==> src/rtl/adder_display_sequencer.sv <==
// -----------------------------------------------------------------------------
// adder_display_sequencer
//
// Control block for the 4-bit adder result display. On an accepted go it
// latches A/B/Cin, spends one cycle (CALC) forming the 5-bit sum, then
// time-multiplexes the 4-bit sum and the zero-extended carry-out onto the
// shared digit bus, switching digits every REFRESH_CNT cycles.
//
// Ports:
//   clk    in   system clock, rising edge
//   reset  in   synchronous active-high reset
//   go     in   single-cycle start strobe (latches operands)
//   clear  in   synchronous return to IDLE, blanks the display
//   A, B   in   4-bit operands
//   Cin    in   carry-in
//   O      out  digit value (sum in SHOW_S, {3'b000,cout} in SHOW_C, else 0)
//   Sel    out  result select, 1 = sum, 0 = carry
//   an     out  active-low digit enables, an[0] = sum, an[1] = carry
//   busy   out  high during CALC
//   valid  out  high during SHOW_S / SHOW_C
//   done   out  one-cycle pulse in the first SHOW_S cycle after CALC
//
// All outputs are registers loaded from the next-state decode, so they
// reflect the registered state exactly and have no path from the inputs.
// -----------------------------------------------------------------------------
module adder_display_sequencer #(
    parameter int REFRESH_CNT = 100000,
    parameter int CNT_W       = 17
) (
    input  logic       clk,
    input  logic       reset,
    input  logic       go,
    input  logic       clear,
    input  logic [3:0] A,
    input  logic [3:0] B,
    input  logic       Cin,
    output logic [3:0] O,
    output logic       Sel,
    output logic [1:0] an,
    output logic       busy,
    output logic       valid,
    output logic       done
);

    typedef enum logic [1:0] {
        ST_IDLE   = 2'd0,
        ST_CALC   = 2'd1,
        ST_SHOW_S = 2'd2,
        ST_SHOW_C = 2'd3
    } state_t;

    localparam logic [CNT_W-1:0] CNT_LAST = CNT_W'(REFRESH_CNT - 1);
    localparam logic [CNT_W-1:0] CNT_ONE  = CNT_W'(1);

    state_t           state_r;
    state_t           state_s;
    logic [CNT_W-1:0] cnt_r;
    logic [CNT_W-1:0] cnt_s;
    logic [3:0]       a_r;
    logic [3:0]       b_r;
    logic             cin_r;
    logic [3:0]       sum_r;
    logic             cout_r;

    logic             latch_s;
    logic             term_s;
    logic [4:0]       calc_s;
    logic [4:0]       res_s;

    logic [3:0]       o_s;
    logic             sel_s;
    logic [1:0]       an_s;
    logic             busy_s;
    logic             valid_s;
    logic             done_s;

    logic [3:0]       o_r;
    logic             sel_r;
    logic [1:0]       an_r;
    logic             busy_r;
    logic             valid_r;
    logic             done_r;

    assign calc_s = {1'b0, a_r} + {1'b0, b_r} + {4'b0000, cin_r};
    assign term_s = (cnt_r == CNT_LAST);

    // Next-state, refresh counter, operand-latch and result-update decode.
    always_comb begin
        state_s = state_r;
        cnt_s   = cnt_r;
        latch_s = 1'b0;
        res_s   = {cout_r, sum_r};
        if (clear) begin
            state_s = ST_IDLE;
            cnt_s   = '0;
        end else begin
            case (state_r)
                ST_IDLE: begin
                    if (go) begin
                        latch_s = 1'b1;
                        state_s = ST_CALC;
                    end else begin
                        state_s = ST_IDLE;
                    end
                end
                ST_CALC: begin
                    // go is ignored here; the already-latched operands are used
                    res_s   = calc_s;
                    state_s = ST_SHOW_S;
                    cnt_s   = '0;
                end
                ST_SHOW_S, ST_SHOW_C: begin
                    if (go) begin
                        latch_s = 1'b1;
                        state_s = ST_CALC;
                        cnt_s   = '0;
                    end else if (term_s) begin
                        cnt_s   = '0;
                        state_s = (state_r == ST_SHOW_S) ? ST_SHOW_C : ST_SHOW_S;
                    end else begin
                        cnt_s   = cnt_r + CNT_ONE;
                    end
                end
                default: begin
                    state_s = ST_IDLE;
                    cnt_s   = '0;
                end
            endcase
        end
    end

    // Output decode of the upcoming state, loaded into the output registers.
    always_comb begin
        o_s     = 4'h0;
        sel_s   = 1'b0;
        an_s    = 2'b11;
        busy_s  = 1'b0;
        valid_s = 1'b0;
        done_s  = 1'b0;
        case (state_s)
            ST_IDLE: begin
                an_s = 2'b11;
            end
            ST_CALC: begin
                busy_s = 1'b1;
            end
            ST_SHOW_S: begin
                o_s     = res_s[3:0];
                sel_s   = 1'b1;
                an_s    = 2'b10;
                valid_s = 1'b1;
                done_s  = (state_r == ST_CALC);
            end
            ST_SHOW_C: begin
                o_s     = {3'b000, res_s[4]};
                an_s    = 2'b01;
                valid_s = 1'b1;
            end
            default: begin
                an_s = 2'b11;
            end
        endcase
    end

    // State, counter, operand, result and output registers.
    always_ff @(posedge clk) begin
        if (reset) begin
            state_r <= ST_IDLE;
            cnt_r   <= '0;
            a_r     <= 4'h0;
            b_r     <= 4'h0;
            cin_r   <= 1'b0;
            sum_r   <= 4'h0;
            cout_r  <= 1'b0;
            o_r     <= 4'h0;
            sel_r   <= 1'b0;
            an_r    <= 2'b11;
            busy_r  <= 1'b0;
            valid_r <= 1'b0;
            done_r  <= 1'b0;
        end else begin
            state_r <= state_s;
            cnt_r   <= cnt_s;
            if (latch_s) begin
                a_r   <= A;
                b_r   <= B;
                cin_r <= Cin;
            end else begin
                a_r   <= a_r;
                b_r   <= b_r;
                cin_r <= cin_r;
            end
            sum_r   <= res_s[3:0];
            cout_r  <= res_s[4];
            o_r     <= o_s;
            sel_r   <= sel_s;
            an_r    <= an_s;
            busy_r  <= busy_s;
            valid_r <= valid_s;
            done_r  <= done_s;
        end
    end

    assign O     = o_r;
    assign Sel   = sel_r;
    assign an    = an_r;
    assign busy  = busy_r;
    assign valid = valid_r;
    assign done  = done_r;

endmodule

==> config.mk <==
export PLATFORM = sky130hd
export DESIGN_NAME = adder_display_sequencer
export DESIGN_NICKNAME = d
export VERILOG_FILES = /design/src/rtl/adder_display_sequencer.sv
export SDC_FILE = /design/constraint.sdc
export NUM_CORES = 1
export LEC_CHECK = 0
export CORE_ASPECT_RATIO = 0.75
export CORE_MARGIN = 2
export CORE_UTILIZATION = 45
export DETAILED_ROUTE_END_ITERATION = 7
export PLACE_DENSITY = 0.66
export SYNTH_ARGS = -nofsm -noshare
export SYNTH_HDL_FRONTEND = slang
export SYNTH_SLANG_ARGS = --single-unit
==> constraint.sdc <==
create_clock -name clk -period 2.2 [get_ports clk]
set_input_delay 0.33 -clock clk [delete_from_list [all_inputs] [get_ports clk]]
set_output_delay 0.33 -clock clk [all_outputs]
set_load 0.05 [all_outputs]
==> flow_metrics.env, run 1 <==
export IMPL_status="completed"
export IMPL_slew_limit_headroom_pct=66.1
export IMPL_drc_errors=0
export IMPL_synth_area_mux_share_pct=9.22
export IMPL_clockBufferDepth=2
export IMPL_arrival_ns=2.26
export IMPL_grt_max_degree=23
export IMPL_postCtsSetupBuffers=0
export IMPL_setup_viol=0
export IMPL_min_period_ns=2.05
export IMPL_ctsRootBufferMaster="clkbuf_8"
export IMPL_synth_seq_area_share_pct=41.7
export IMPL_ys_ff_latch=43
export IMPL_path_clk_slew_ns=0.08
export IMPL_postRouteAntennaNets=0
export IMPL_post_route_period_util_pct=93.1
export IMPL_yosys_cell_types_count=45
export IMPL_dieArea_um2=5150
export IMPL_cts_sinks=43
export IMPL_syn_num_nets=246
export IMPL_grt_ovfl_total=0
export IMPL_synth_edf_count=0
export IMPL_grt_pass1_vias=1426
export IMPL_synth_top_area_share_pct=41.7
export IMPL_grtUsageTotal_pct=16.9
export IMPL_design_area_um2=2440
export IMPL_postPlaceCellArea_um2=2330
export IMPL_drt_wirelength_per_cell_um=12.9
export IMPL_slew_viol_final=0
export IMPL_synthFlopType="dfxtp_1"
export IMPL_synth_avg_cell_area_um2=9.09
export IMPL_end_kind="flip-flop"
export IMPL_vias_per_cell=5.36
export IMPL_rows=21
export IMPL_synthSimpleGateAreaFrac_pct=24.4
export IMPL_port_buffers=22
export IMPL_cts_htree_levels=2
export IMPL_fin_hold_ws_ns=0.456
export IMPL_path_max_fanout=2
export IMPL_path_class="flip-flop to flip-flop"
export IMPL_tightest_slew_ns=0.506
export IMPL_synth_xor_area_share_pct=1.70
export IMPL_insertion_delay_ns=0.29
export IMPL_cts_buffers=5
export IMPL_areaGrowthSynthToFinish_pct=18.1
export IMPL_netlist_area_um2=2060
export IMPL_synth_compound_area_share_pct=12.6
export IMPL_yosysWarnings=0
export IMPL_pin_count=23
export IMPL_fin_setup_tns_ns=0
export IMPL_core_area_um2=4440
export IMPL_fin_nets=268
export IMPL_p_per_area_nw_per_um2=605
export IMPL_skew_ns=0.00458
export IMPL_die_h_um=62.6
export IMPL_start_util_pct=46.5
export IMPL_initialDrtViolationCount=103
export IMPL_tritoncts="built"
export IMPL_synthTopCellsByArea="dfxtp_1 42%, mux2i_1 9.2%, nor2_1 4.7%, a21oi_1 3.2%, nand2_1 2.7%"
export IMPL_antenna_found_initial=0
export IMPL_synth_top_family_by_area="simple AND/OR/NAND/NOR gates"
export IMPL_post_route_cells_drive_above_1_share_pct=11.2
export IMPL_final_hold_viol_count=0
export IMPL_syn_inst=227
export IMPL_ir_worst_vdd_mv=0.329
export IMPL_vias=1647
export IMPL_postRouteWirelength_um=3970
export IMPL_crit_required_ns=2.42
export IMPL_hp_class="flip-flop to flip-flop"
export IMPL_utilization_pct=54.9
export IMPL_die_w_um=82.2
export IMPL_p_leak_nw=0.887
export IMPL_fin_ws_ns=0.153
export IMPL_yosys_area_top_type="dfxtp_1"
export IMPL_cp_start_kind="flip-flop"
export IMPL_rsz0062_at_grt="no"
export IMPL_maxCapViolations=0
export IMPL_synthAdderAreaFrac_pct=4.37
export IMPL_n_antenna_cell=0
export IMPL_firstDrtPassIters=4
export IMPL_place_gp_congestion=0.845
export IMPL_max_freq_mhz=488
export IMPL_grt_pass1_wl_um=6760
export IMPL_dp_hpwl_um=2940
export IMPL_async_flop_share_pct=0
export IMPL_post_place_ws_ns=0.0970
export IMPL_holdBufCountCts=0
[cells in the final DEF (no fill, tap or decap), types with 2 or more instances in the layout]
master and n:
ha_1 4, buf_4 8, a211oi_1 3, nand3b_1 2
xnor2_1 4, mux2i_1 19, clkdlybuf4s50_1 22, nand3_1 7
a31oi_1 2, and4_1 2, o21bai_1 2, inv_1 8
nand4_1 5, nor3_1 3, nand2b_1 3, and2_1 3
nand2_1 15, a2111oi_0 2, nor2b_1 3, clkbuf_8 7
nor2_1 26, a21oi_1 13, and3_2 2, and3_1 6
dfxtp_1 43, o21ai_0 7, nor3b_1 6, a311oi_1 2
or2_2 2
[where the power goes]
group          switching, mW  internal (mW)
Sequential           0.00849          0.791
Combinational         0.0650         0.0599
Clock                  0.264          0.286
Total                  0.337           1.14
[logic make-up (layout without fill, tap and decap cells)]
| logic type | Yosys count | in the layout |
|---|---|---|
| xor gates and xnor gates | 4 | 4 |
| DFF | 43 | 43 |
| buffers and inverters | 23 | 46 |
| adders and majority gates | 6 | 6 |
| AOI/OAI and AO/OA | 39 | 39 |
| and+or+nand+nor | 93 | 93 |
| muxes | 19 | 19 |
[flip-flops by register name, indices dropped and copies added, names as in the netlist]
register,count
cout_r,1
O,4
cnt_r,17
an,2
cin_r,1
valid,1
sum_r,4
busy,1
b_r,4
state_r,2
Sel,1
done,1
a_r,4
[worst max-delay path, stage by stage (launching register included)]
cell and delay [ns]:
dfxtp_1 0.34, inv_1 0.06, fa_1 0.48, fa_2 0.37
nor2b_1 0.10, o21ai_0 0.11, a211oi_2 0.29, nand2_1 0.08
mux2i_1 0.14
[layout make-up]
cell class / count / area, um2
multi-input combinational: 161 / 1090
fill: 420 / 2000
inverter: 8 / 30.0
timing repair buffer: 30 / 280
clock buffer: 7 / 96.3
clock inverter: 1 / 7.51
tap: 57 / 71.3
sequential: 43 / 861
[timing repair]
| action | CTS | global route |
|---|---|---|
| resized for setup | 0 | 2 |
| endpoints found under the setup margin | 0 | 1 |
| hold endpoints to repair | 0 | 0 |
[final timing paths]
kind / from / endpoint / slack (ns) / cells past startpoint
max: a_r[0] / O[0] / 0.15 / 8
min: sum_r[2] / sum_r[2] / 0.46 / 2
max reg2reg: a_r[0] / O[0] / 0.15 / 8
min reg2reg: sum_r[2] / sum_r[2] / 0.46 / 2
[metal layers]
| metal | global-route usage [%] | share of wire [%] |
|---|---|---|
| met5 | 0 | 0 |
| met1 | 27.5 | 56 |
| met4 | 5.63 | 1.1 |
| met2 | 20.7 | 38 |
| met3 | 4.62 | 5.0 |
[cell usage after synthesis, drive strengths merged (4+ instances only)]
cell type,instances
a211oi,5
a21oi,14
and2,4
and3,8
buf,11
clkbuf,4
dfxtp,43
ha,4
inv,8
mux2i,19
nand2,15
nand3,7
nand4,5
nor2,26
nor3b,7
o21ai,8
xnor2,4
[metrics by stage]
stage / std cells / power, mW
floorplan: 227 / 0.893
global placement: 299 / 0.941
detailed placement: 299 / 0.942
CTS: 307 / 1.49
global route: 307 / 1.55
finish: 307 / 1.47
(Power assumes the default switching activity.)
==> run 2, diff against run 1 <==
Settings changed: CORE_MARGIN 2 to 10, CTS_BUF_LIST set to sky130_fd_sc_hd__clkbuf_4 sky130_fd_sc_hd__clkbuf_8.
==> run 2 against run 1 <==
  * Fmax grew 0.56%
  * Wire length grew 4.2%
  * Hold slack gained 0.0086 ns
  * Clock skew shrank 0.0020 ns
  * Sequential share of layout area grew 0.38 points
  * Final cell count shrank 0.65%
  * First-iteration DRC count grew 1.9%
  * Global-route usage shrank 6.4 points
  * Utilization shrank 0.59 points
==> flow_metrics.env, run 2 (synthesis gave the netlist of run 1 again) <==
export IMPL_status="completed"
export IMPL_top_register="cnt_r"
export IMPL_initialDrtViolationCount=105
export IMPL_fill_cells=397
export IMPL_cp_start_kind="flip-flop"
export IMPL_largest_reg_flops=17
export IMPL_vias=1598
export IMPL_grt_pass1_wl_um=6870
export IMPL_path_max_fanout=2
export IMPL_vias_per_cell=5.24
export IMPL_maxCapViolations=0
export IMPL_tritoncts="built"
export IMPL_drt_wirelength_per_cell_um=13.6
export IMPL_post_route_period_util_pct=92.5
export IMPL_p_leak_nw=0.878
export IMPL_cts_sinks=43
export IMPL_antenna_found_initial=0
export IMPL_p_per_area_nw_per_um2=591
export IMPL_post_route_cells_drive_above_1_share_pct=10.1
export IMPL_postRouteWirelength_um=4140
export IMPL_firstDrtPassIters=4
export IMPL_n_antenna_cell=0
export IMPL_min_period_ns=2.04
export IMPL_die_h_um=78.6
export IMPL_core_area_um2=4440
export IMPL_slowest_stage="fa_1"
export IMPL_hp_class="flip-flop to flip-flop"
export IMPL_max_freq_mhz=491
export IMPL_postRouteAntennaNets=0
export IMPL_grt_ovfl_total=0
export IMPL_port_buffers=22
export IMPL_holdBufCountCts=0
export IMPL_slew_viol_final=0
export IMPL_ir_worst_vdd_mv=0.342
export IMPL_setup_viol=0
export IMPL_grt_pass1_vias=1417
export IMPL_slew_limit_headroom_pct=66.1
export IMPL_dieArea_um2=7720
export IMPL_path_class="flip-flop to flip-flop"
export IMPL_areaGrowthSynthToFinish_pct=16.9
export IMPL_cts_htree_levels=2
export IMPL_dp_hpwl_um=3110
export IMPL_skew_ns=0.00255
export IMPL_insertion_delay_ns=0.29
export IMPL_fin_nets=267
export IMPL_final_hold_viol_count=0
export IMPL_cp_common_cell="fa_1"
export IMPL_postCtsSetupBuffers=0
export IMPL_path_clk_slew_ns=0.08
export IMPL_start_util_pct=46.5
export IMPL_rsz0062_at_grt="no"
export IMPL_place_gp_congestion=0.843
export IMPL_cts_buffers=5
export IMPL_fin_hold_ws_ns=0.465
export IMPL_grtUsageTotal_pct=10.5
export IMPL_crit_required_ns=2.42
export IMPL_pin_count=23
export IMPL_rows=21
export IMPL_arrival_ns=2.26
export IMPL_cp_top_family="adder cells"
export IMPL_fin_setup_tns_ns=0
export IMPL_clockBufferDepth=2
export IMPL_critPathMaxStageDelay_ns=0.47
export IMPL_drc_errors=0
export IMPL_tightest_slew_ns=0.506
export IMPL_mostFrequentLayoutCells="43 x dfxtp_1, 26 x nor2_1, 22 x clkdlybuf4s50_1"
export IMPL_path_buf_inv=1
export IMPL_grt_max_degree=23
export IMPL_ctsRootBufferMaster="clkbuf_8"
export IMPL_crit_path_cell_trace="inv_1 > fa_1 > fa_1 > nor2b_1 > o21ai_0 > a211oi_2 > nand2_1 > mux2i_1"
export IMPL_final_common_cell="dfxtp_1"
export IMPL_die_w_um=98.2
export IMPL_end_kind="flip-flop"
==> run 2: cell types whose count changed in the layout (fill, tap and decap cells not counted) <==
cell        before  now
buf_4            8    7
clkbuf_8         7    6
clkinv_2         0    1
clkinvlp_4       1    0
fa_1             1    2
fa_2             1    0
==> run 2: area by class of cell <==
cell class / instances / area (um2) / share of cell area (%)
flip-flops and latches: 43 / 861 / 35.7
inverters: 8 / 30.0 / 1.25
multi-input cells: 161 / 1090 / 45.1
repair buffers: 29 / 273 / 11.3
well taps: 57 / 71.3 / 2.96
clock inverters: 1 / 5.00 / 0.208
clock buffers: 6 / 82.6 / 3.43
==> run 2: timing repair <==
item	4_1_cts	5_1_grt
endpoints found under the hold margin	0	0
endpoints found under the setup margin	0	1
gates resized for setup	0	1
==> run 2: power breakdown <==
group	internal [mW]	total, mW	switching [mW]
sequential	0.791	0.800	0.00834
clock	0.246	0.500	0.254
combinational	0.0596	0.125	0.0650
==> run 2: worst paths after layout <==
check                           startpoint        to  slack [ns]  depth (start not counted)
worst max-delay path                a_r[0]      O[0]        0.16                          8
worst max register to register      a_r[0]      O[0]        0.16                          8
worst min register to register    sum_r[2]  sum_r[2]        0.46                          2
worst min-delay path              sum_r[2]  sum_r[2]        0.46                          2
==> run 2: worst min-delay path, cell delays in order (launching register included) <==
cell and delay [ns]:
dfxtp_1 0.30, nand2_1 0.05, a21oi_1 0.06
==> run 2: stage by stage <==
step	util (%)	cells	cell area, um2	setup WS (ns)	power, mW
after global routing	54.3	305	2410	0.0114	1.48
final	54.3	305	2410	0.164	1.42
after global placement	52.2	298	2320	0.151	0.941
after floorplan	-	227	2060	0.360	0.893
after CTS	54.2	305	2410	0.0781	1.44
after detailed placement	52.2	298	2320	0.100	0.943
==> run 2: routing by layer <==
layer | up-vias | global-route usage, % | wire length [um]
li1 | 837 | - | -
met1 | 723 | 15.3 | 2260
met2 | 33 | 13.5 | 1580
met3 | 5 | 3.50 | 244
met4 | 0 | 3.86 | 51
met5 | - | 0 | 0
==> run 3, diff against run 2 <==
Settings changed: MAX_ROUTING_LAYER set to met4, PLACE_DENSITY 0.66 to 0.73, SKIP_CTS_REPAIR_TIMING set to 1.
==> run 3 against run 2 <==
  * Sequential power is essentially flat
  * Clock skew grew 0.0049 ns
  * Fmax grew 1.4%
  * Combinational power is essentially flat
  * Critical endpoint unchanged
  * Largest cell class unchanged
==> flow_metrics.env, run 3 (synthesis gave the netlist of run 1 again) <==
export IMPL_cp_start_kind="flip-flop"
export IMPL_cts_buffers=5
export IMPL_port_buffers=22
export IMPL_p_leak_nw=0.881
export IMPL_cts_htree_levels=2
export IMPL_startpoint="a_r[0]"
export IMPL_final_common_cell="dfxtp_1"
export IMPL_grt_pass1_wl_um=6980
export IMPL_grtUsageTotal_pct=10.8
export IMPL_post_route_period_util_pct=91.2
export IMPL_end_kind="flip-flop"
export IMPL_tritoncts="built"
export IMPL_grt_pass1_vias=1501
export IMPL_n_antenna_cell=0
export IMPL_hp_class="flip-flop to flip-flop"
export IMPL_path_buf_inv=1
export IMPL_crit_path_cell_trace="inv_1 > fa_1 > fa_2 > nor2b_1 > o21ai_0 > a211oi_2 > nand2_1 > mux2i_1"
export IMPL_min_period_ns=2.01
export IMPL_place_gp_congestion=0.875
export IMPL_die_h_um=78.6
export IMPL_drc_errors=0
export IMPL_cp_top_family="adder cells"
export IMPL_maxCapViolations=0
export IMPL_slowest_stage="fa_1"
export IMPL_path_clk_slew_ns=0.08
export IMPL_pin_count=23
export IMPL_ff2ff_setup_slack_ns=0.19
export IMPL_setup_viol=0
export IMPL_r2r_cells=8
export IMPL_vias_per_cell=5.35
export IMPL_firstDrtPassIters=4
export IMPL_rows=21
export IMPL_postPlaceCellArea_um2=2320
export IMPL_post_place_ws_ns=0.150
export IMPL_dieArea_um2=7720
export IMPL_dp_hpwl_um=3050
export IMPL_max_freq_mhz=498
export IMPL_ir_worst_vdd_mv=0.337
export IMPL_clockBufferDepth=2
export IMPL_grt_ovfl_total=0
export IMPL_arrival_ns=2.24
export IMPL_largest_reg_flops=17
export IMPL_cts_sinks=43
export IMPL_vias=1631
export IMPL_initialDrtViolationCount=136
export IMPL_skew_ns=0.00743
export IMPL_areaGrowthSynthToFinish_pct=17.9
export IMPL_die_w_um=98.2
export IMPL_insertion_delay_ns=0.29
export IMPL_r2r_end="O[0]"
export IMPL_start_util_pct=46.5
export IMPL_slew_limit_headroom_pct=65.7
export IMPL_post_route_cells_drive_above_1_share_pct=10.5
export IMPL_mostFrequentLayoutCells="43 x dfxtp_1, 26 x nor2_1, 22 x clkdlybuf4s50_1"
export IMPL_postRouteWirelength_um=4090
export IMPL_crit_reg2reg_launch="a_r[0]"
export IMPL_fin_nets=267
export IMPL_path_max_fanout=2
export IMPL_drt_wirelength_per_cell_um=13.4
export IMPL_top_register="cnt_r"
export IMPL_crit_required_ns=2.43
export IMPL_antenna_found_initial=0
export IMPL_final_hold_viol_count=0
export IMPL_path_class="flip-flop to flip-flop"
export IMPL_grt_max_degree=23
export IMPL_status="completed"
export IMPL_tightest_slew_ns=0.513
export IMPL_slew_viol_final=0
export IMPL_rsz0062_at_grt="no"
export IMPL_ctsRootBufferMaster="clkbuf_8"
export IMPL_fill_cells=391
export IMPL_critPathMaxStageDelay_ns=0.47
export IMPL_design_area_um2=2430
export IMPL_crit_end="O[0]"
export IMPL_p_per_area_nw_per_um2=626
export IMPL_fin_setup_tns_ns=0
export IMPL_cp_num_cells=8
export IMPL_postRouteAntennaNets=0
export IMPL_core_area_um2=4440
export IMPL_fin_ws_ns=0.193
-- run 3: changes by cell type in the layout (fill, tap and decap cells not counted) --
| cell | before | now |
|---|---|---|
| fa_2 | 0 | 1 |
| fa_1 | 2 | 1 |
| clkbuf_8 | 6 | 5 |
| clkinvlp_4 | 0 | 1 |
| bufinv_16 | 0 | 1 |
| clkinv_2 | 1 | 0 |
-- run 3: stage by stage --
stage / util (%) / total power [mW] / hold slack [ns] / instances
after floorplan: - / 0.893 / 0.410 / 227
after global placement: 52.2 / 0.941 / 0.443 / 298
after detailed placement: 52.2 / 0.943 / 0.450 / 298
after CTS: 54.6 / 1.53 / 0.461 / 305
after global routing: 54.8 / 1.58 / 0.481 / 305
final: 54.8 / 1.52 / 0.459 / 305
-- run 3: worst min-delay path by stage --
stage	slack, ns	depth (start not counted)	from	end
after detailed placement	0.45	2	sum_r[2]	sum_r[2]
after global placement	0.44	2	sum_r[2]	sum_r[2]
after global routing	0.48	1	cnt_r[16]	cnt_r[16]
after floorplan	0.41	1	reset	sum_r[1]
final	0.46	2	sum_r[2]	sum_r[2]
after CTS	0.46	2	sum_r[2]	sum_r[2]
-- run 3: metal layers --
layer | wire (um) | global-route usage [%]
met1 | 2240 | 15.6
met2 | 1590 | 13.4
met3 | 236 | 3.50
met4 | 31 | 3.43
met5 | 0 | -
-- run 3: power breakdown --
group          total [mW]  switching (mW)  leakage (nW)  internal [mW]
Clock               0.596           0.264        0.0502          0.332
Combinational       0.126          0.0651         0.483         0.0610
Sequential          0.800         0.00854         0.348          0.791
Total                1.52           0.338         0.881           1.18
-- run 3: layout make-up --
class	instances	area (um2)	share of cell area (%)
Clock buffer	5	68.8	2.83
Multi-Input combinational cell	161	1090	44.9
Sequential cell	43	861	35.4
Tap cell	57	71.3	2.93
Inverter	8	30.0	1.23
Clock inverter	2	37.5	1.54
Timing Repair Buffer	29	273	11.2
-- run 3: worst register-to-register path: cells and delay by family, from the launching register on --
kind | cells | cell delay [ns]
mux | 1 | 0.11
compound gates | 2 | 0.40
buf+inv | 1 | 0.06
flops | 1 | 0.34
simple gates | 2 | 0.19
fa+ha+maj | 2 | 0.84
==> edit 1 (settings of run 2) <==
Set the parameter `CNT_W` to 34 (it was 17).
--- a/src/rtl/adder_display_sequencer.sv
+++ b/src/rtl/adder_display_sequencer.sv
@@ -27,3 +27,3 @@
     parameter int REFRESH_CNT = 100000,
-    parameter int CNT_W       = 17
+    parameter int CNT_W       = 34
 ) (
Check against the original RTL: same outputs for any inputs over 10 cycles, from zero or initial values and one cycle with reset high; that may be too few to reach the edited logic, so the function may still have changed.
==> edit 1 against run 2 <==
- die area is 24% higher
- routed wire length is 38% higher
- via count is 34% higher
- area after synthesis is 32% higher
- setup slack better by 0.0011 ns
- first-iteration DRC count is 13% higher
- power is 74% higher
- sequential cell count is 17 higher
- cell area is 39% higher
- critical path depth is 2 lower
- critical path type unchanged
- largest cell class unchanged
==> edit 1: results (changes against run 2) <==
[synthesis]
ys_warn_count = 0  ; unchanged
synth_commonest_cells = dfxtp_1, nor3_1, xor2_1
synth_cells = 297  ; +31%
synth-seq-area-share_pct = 44.08  ; +2.4 points
synth-main-ff-cell = dfxtp_1
syn-num-nets = 316  ; +28%
synth-async-reset-ratio_pct = 0  ; unchanged
synth.distinct_cells = 43  ; -4.4%
yosys-top-cells-area = dfxtp_1, nor3_1, xor2_1, mux2i_1, xnor2_1

[worst_setup_path]
r2r_cells = 6  ; -2
r2r_end = O[2]
arrival_ns = 2.29  ; +0.03 ns
reg2reg_slack_ns = 0.17

[placed_design]
dp_cells = 397  ; +33%
place.gp.congestion = 0.8372  ; -0.74%
hpwl_um = 4025  ; +29%
placed_area_um2 = 3100  ; +34%
io_buffers = 22  ; unchanged

[global_routing]
grt_usage_pct = 12.99  ; +2.5 points
grt_pass1_vias = 2059  ; +45%
grt_start_max_net_pins = 35  ; +52%
antenna_found_initial = 0  ; unchanged
grt_pass1_wl_um = 9880  ; +44%

[clocking]
htree_levels = 3  ; +1
clock_latency_ns = 0.34  ; +0.05 ns
cts_buffers = 9  ; +4

[final_layout]
fin_area_um2 = 3356  ; +39%
layout-drive-gt1-share_pct = 11.94  ; +1.9 points
largest_reg_flops = 34  ; +17
fill_cells = 526  ; +32%
regMostFlops = cnt_r
layout.nets = 349  ; +31%
insertedDiodeCount = 0  ; unchanged
instances_no_fill = 413  ; +35%

[power]
p_leak_nw = 1.128  ; +29%
ir_drop_mv = 0.3941  ; +15%

[status]
run_status = finished, final reports clean

[timing]
skew_ns = 0.008646  ; +0.006094 ns
worstMarginPinSlew_ns = 0.6959  ; +0.1895 ns

[worst_hold_path]
hold_path_class = reg2reg
holdPathEnd = b_r[0]
holdPathStages = 2  ; unchanged
hp-start = b_r[0]

[drt]
drt-initial-drc-count = 119  ; +13%
finalWirelength_um = 5706  ; +38%
vias_per_cell = 5.186  ; -1.0%
dr.pass1.iters = 4  ; unchanged

==> edit 1: critical path: stages (launching register included) <==
cell and delay, ns:
dfxtp_1 0.33, inv_1 0.06, fa_1 0.46, fa_1 0.42, xnor2_1 0.19, nand2_2 0.13
a2111oi_4 0.35
==> edit 1: final cells by class <==
| cell class | instances | area share, % |
|---|---|---|
| clock buffers | 9 | 3.691 |
| repair buffers | 35 | 9.843 |
| inverters | 11 | 1.230 |
| multi-input cells | 213 | 42.84 |
| flip-flops and latches | 60 | 35.79 |
| well taps | 78 | 2.908 |
| clock inverters | 7 | 3.691 |
==> edit 1: worst max path at each step <==
stage	to
CTS	O[2]
detailed placement	O[2]
finish	O[2]
global route	O[2]
global placement	O[2]
floorplan	O[2]
==> edit 1: cells by family after synthesis <==
kind of cell	Yosys count	synth area share, %
flops	60	44.08
xor+xnor	34	10.93
compound gates	17	5.051
fa+ha+maj	6	3.306
buf+inv	24	3.857
mux	11	4.041
simple gates	145	28.74
==> edit 1: metal layers <==
layer,vias to the layer above,wire (um),global-route usage [%]
met2,28,2380,16.93
met3,8,210,4.142
li1,1114,-,-
met4,0,72,5.778
met1,992,3043,18.66
met5,-,0,0
==> edit 1: per-stage QoR <==
step	total power, W	setup slack (ns)	hold WS (ns)
2_1_floorplan	0.001219	0.2914	0.4073
3_3_place_gp	0.001273	0.07624	0.4750
3_5_place_dp	0.001276	0.04106	0.4810
4_1_cts	0.002492	0.07155	0.5002
5_1_grt	0.002565	0.01705	0.5435
6_report	0.002473	0.1653	0.5001
==> edit 1: where the power goes <==
| group | internal, W | switching (W) | total [W] | leakage [nW] |
|---|---|---|---|---|
| logic | 0.0000641 | 0.0000781 | 0.000142 | 0.523 |
| registers | 0.00110 | 0.00000938 | 0.00111 | 0.485 |
| clock network | 0.000759 | 0.000462 | 0.00122 | 0.120 |
==> edit 2 (config.mk and constraints of run 2) <==
Made on the original files. Add an input register stage for `go`, `clear`, `A`, `B` and `Cin`, with the module's reset; this delays them by one clock. Comments in the files are not updated.
--- a/src/rtl/adder_display_sequencer.sv
+++ b/src/rtl/adder_display_sequencer.sv
@@ -54,2 +54,24 @@
 
+    logic go_q;
+    logic clear_q;
+    logic [3:0] A_q;
+    logic [3:0] B_q;
+    logic Cin_q;
+
+    always_ff @(posedge clk) begin
+        if (reset) begin
+            go_q    <= '0;
+            clear_q <= '0;
+            A_q     <= '0;
+            B_q     <= '0;
+            Cin_q   <= '0;
+        end else begin
+            go_q    <= go;
+            clear_q <= clear;
+            A_q     <= A;
+            B_q     <= B;
+            Cin_q   <= Cin;
+        end
+    end
+
     state_t           state_r;
@@ -92,3 +114,3 @@
         res_s   = {cout_r, sum_r};
-        if (clear) begin
+        if (clear_q) begin
             state_s = ST_IDLE;
@@ -98,3 +120,3 @@
                 ST_IDLE: begin
-                    if (go) begin
+                    if (go_q) begin
                         latch_s = 1'b1;
@@ -112,3 +134,3 @@
                 ST_SHOW_S, ST_SHOW_C: begin
-                    if (go) begin
+                    if (go_q) begin
                         latch_s = 1'b1;
@@ -184,5 +206,5 @@
             if (latch_s) begin
-                a_r   <= A;
-                b_r   <= B;
-                cin_r <= Cin;
+                a_r   <= A_q;
+                b_r   <= B_q;
+                cin_r <= Cin_q;
             end else begin
Behaviour: not the same (Yosys sat finds a counterexample within 4 cycles, from zero or initial values and one cycle with reset high).
==> edit 2 against run 2 <==
- setup slack worse by 0.015 ns
- power up 28%
- critical path depth down 3
- cell area up 12%
- area after synthesis up 8.0%
- routed wire length up 7.6%
- via count up 3.1%
- count of clock-buffer cells in the layout down 1
- die area up 6.1%
- combinational power up 14%
- non-clock buffer count up 7
- sequential cell count up 11
- largest power group unchanged
==> edit 2: results (changes against run 2) <==
[worst_setup_path]
slowest_delay_ns = 0.62  ; +0.15 ns
cp_slowest_cell = or4_4
crit_path_max_fanout = 17  ; +15
arrival_ns = 2.24  ; -0.02 ns
crit_family = simple AND/OR/NAND/NOR gates

[status]
run_status = finished, final reports clean

[placed_design]
detailedPlace.worstSlack_ns = 0.06752  ; -0.03256 ns
place.gp.congestion = 0.7708  ; -8.6%
dp_cells = 307  ; +3.0%
placed_area_um2 = 2580  ; +11%

[timing]
skew_ns = 0.004682  ; +0.002129 ns

[global_routing]
grt_pass1_wl_um = 7569  ; +10%
grt_pass1_vias = 1584  ; +12%

[drt]
finalWirelength_um = 4455  ; +7.6%
drt-initial-drc-count = 81  ; -23%

[final_layout]
sh_seq_area_pct = 40.07  ; +4.4 points
n_all_inverters = 5  ; -3
multi_input_area_share_pct = 39.70  ; -5.4 points
fill_cells = 431  ; +8.6%
nNonClkBuffers = 36  ; +24%
multi_input_gates = 152  ; -5.6%

[power]
p_leak_nw = 0.9577  ; +9.1%
ir_drop_mv = 0.4061  ; +19%

[synthesis]
synth.distinct_cells = 41  ; -8.9%
synth_commonest_cells = dfxtp_1, nor3_1, nor2_1
synth-seq-area-share_pct = 48.51  ; +6.8 points
netlist.area_leader.share_pct = 48.51  ; +6.8 points

-- edit 2: changes by cell type in the layout (fill, tap and decap cells not counted), sizes merged, moves of 7 or more --
cell / run 2 / this run
a21oi: 14 / 6
and3: 8 / 0
buf: 7 / 14
dfxtp: 43 / 54
mux2i: 19 / 11
nand2: 15 / 7
nor2: 26 / 19
nor2b: 3 / 14
nor3: 3 / 24
nor4: 1 / 8
o21ai: 8 / 1
xnor2: 4 / 13
-- edit 2: final timing paths --
| kind | from | to | slack (ns) | cells after the start |
|---|---|---|---|---|
| setup / recovery | cnt_r[6] | cnt_r[8] | 0.15 | 5 |
| setup reg to reg | cnt_r[6] | cnt_r[8] | 0.15 | 5 |
| hold / removal | Cin_q | cin_r | 0.48 | 2 |
| hold reg to reg | Cin_q | cin_r | 0.48 | 2 |
-- edit 2: layer usage --
layer,share of wire [%],track usage [%],vias to the layer above
li1,-,-,856
met1,53,17.18,744
met2,40,14.56,43
met3,6.1,3.393,5
met4,1.3,4.583,0
met5,0,0,-
-- edit 2: report_power, final --
group / leakage [nW] / switching [W] / internal (W) / total, W
registers: 0.439 / 0.0000151 / 0.00100 / 0.00102
clock network: 0.0504 / 0.000322 / 0.000338 / 0.000660
logic: 0.468 / 0.0000757 / 0.0000663 / 0.000142
-- edit 2: cells by family (layout without fill, tap and decap cells) --
group | after synthesis | count (layout) | synth area share [%]
AND/OR/NAND/NOR | 94 | 94 | 23.53
flip-flops | 54 | 54 | 48.51
AO/OA/AOI/OAI | 21 | 21 | 7.299
buffers and inverters | 19 | 49 | 3.593
XOR/XNOR | 18 | 18 | 7.075
multiplexers | 13 | 13 | 5.952
adder cells (fa/ha/maj) | 6 | 6 | 4.043
-- edit 2: worst min-delay path: stages (launching register included) --
cell,delay [ns]
dfxtp_1,0.32
mux2i_1,0.06
nor2_1,0.07
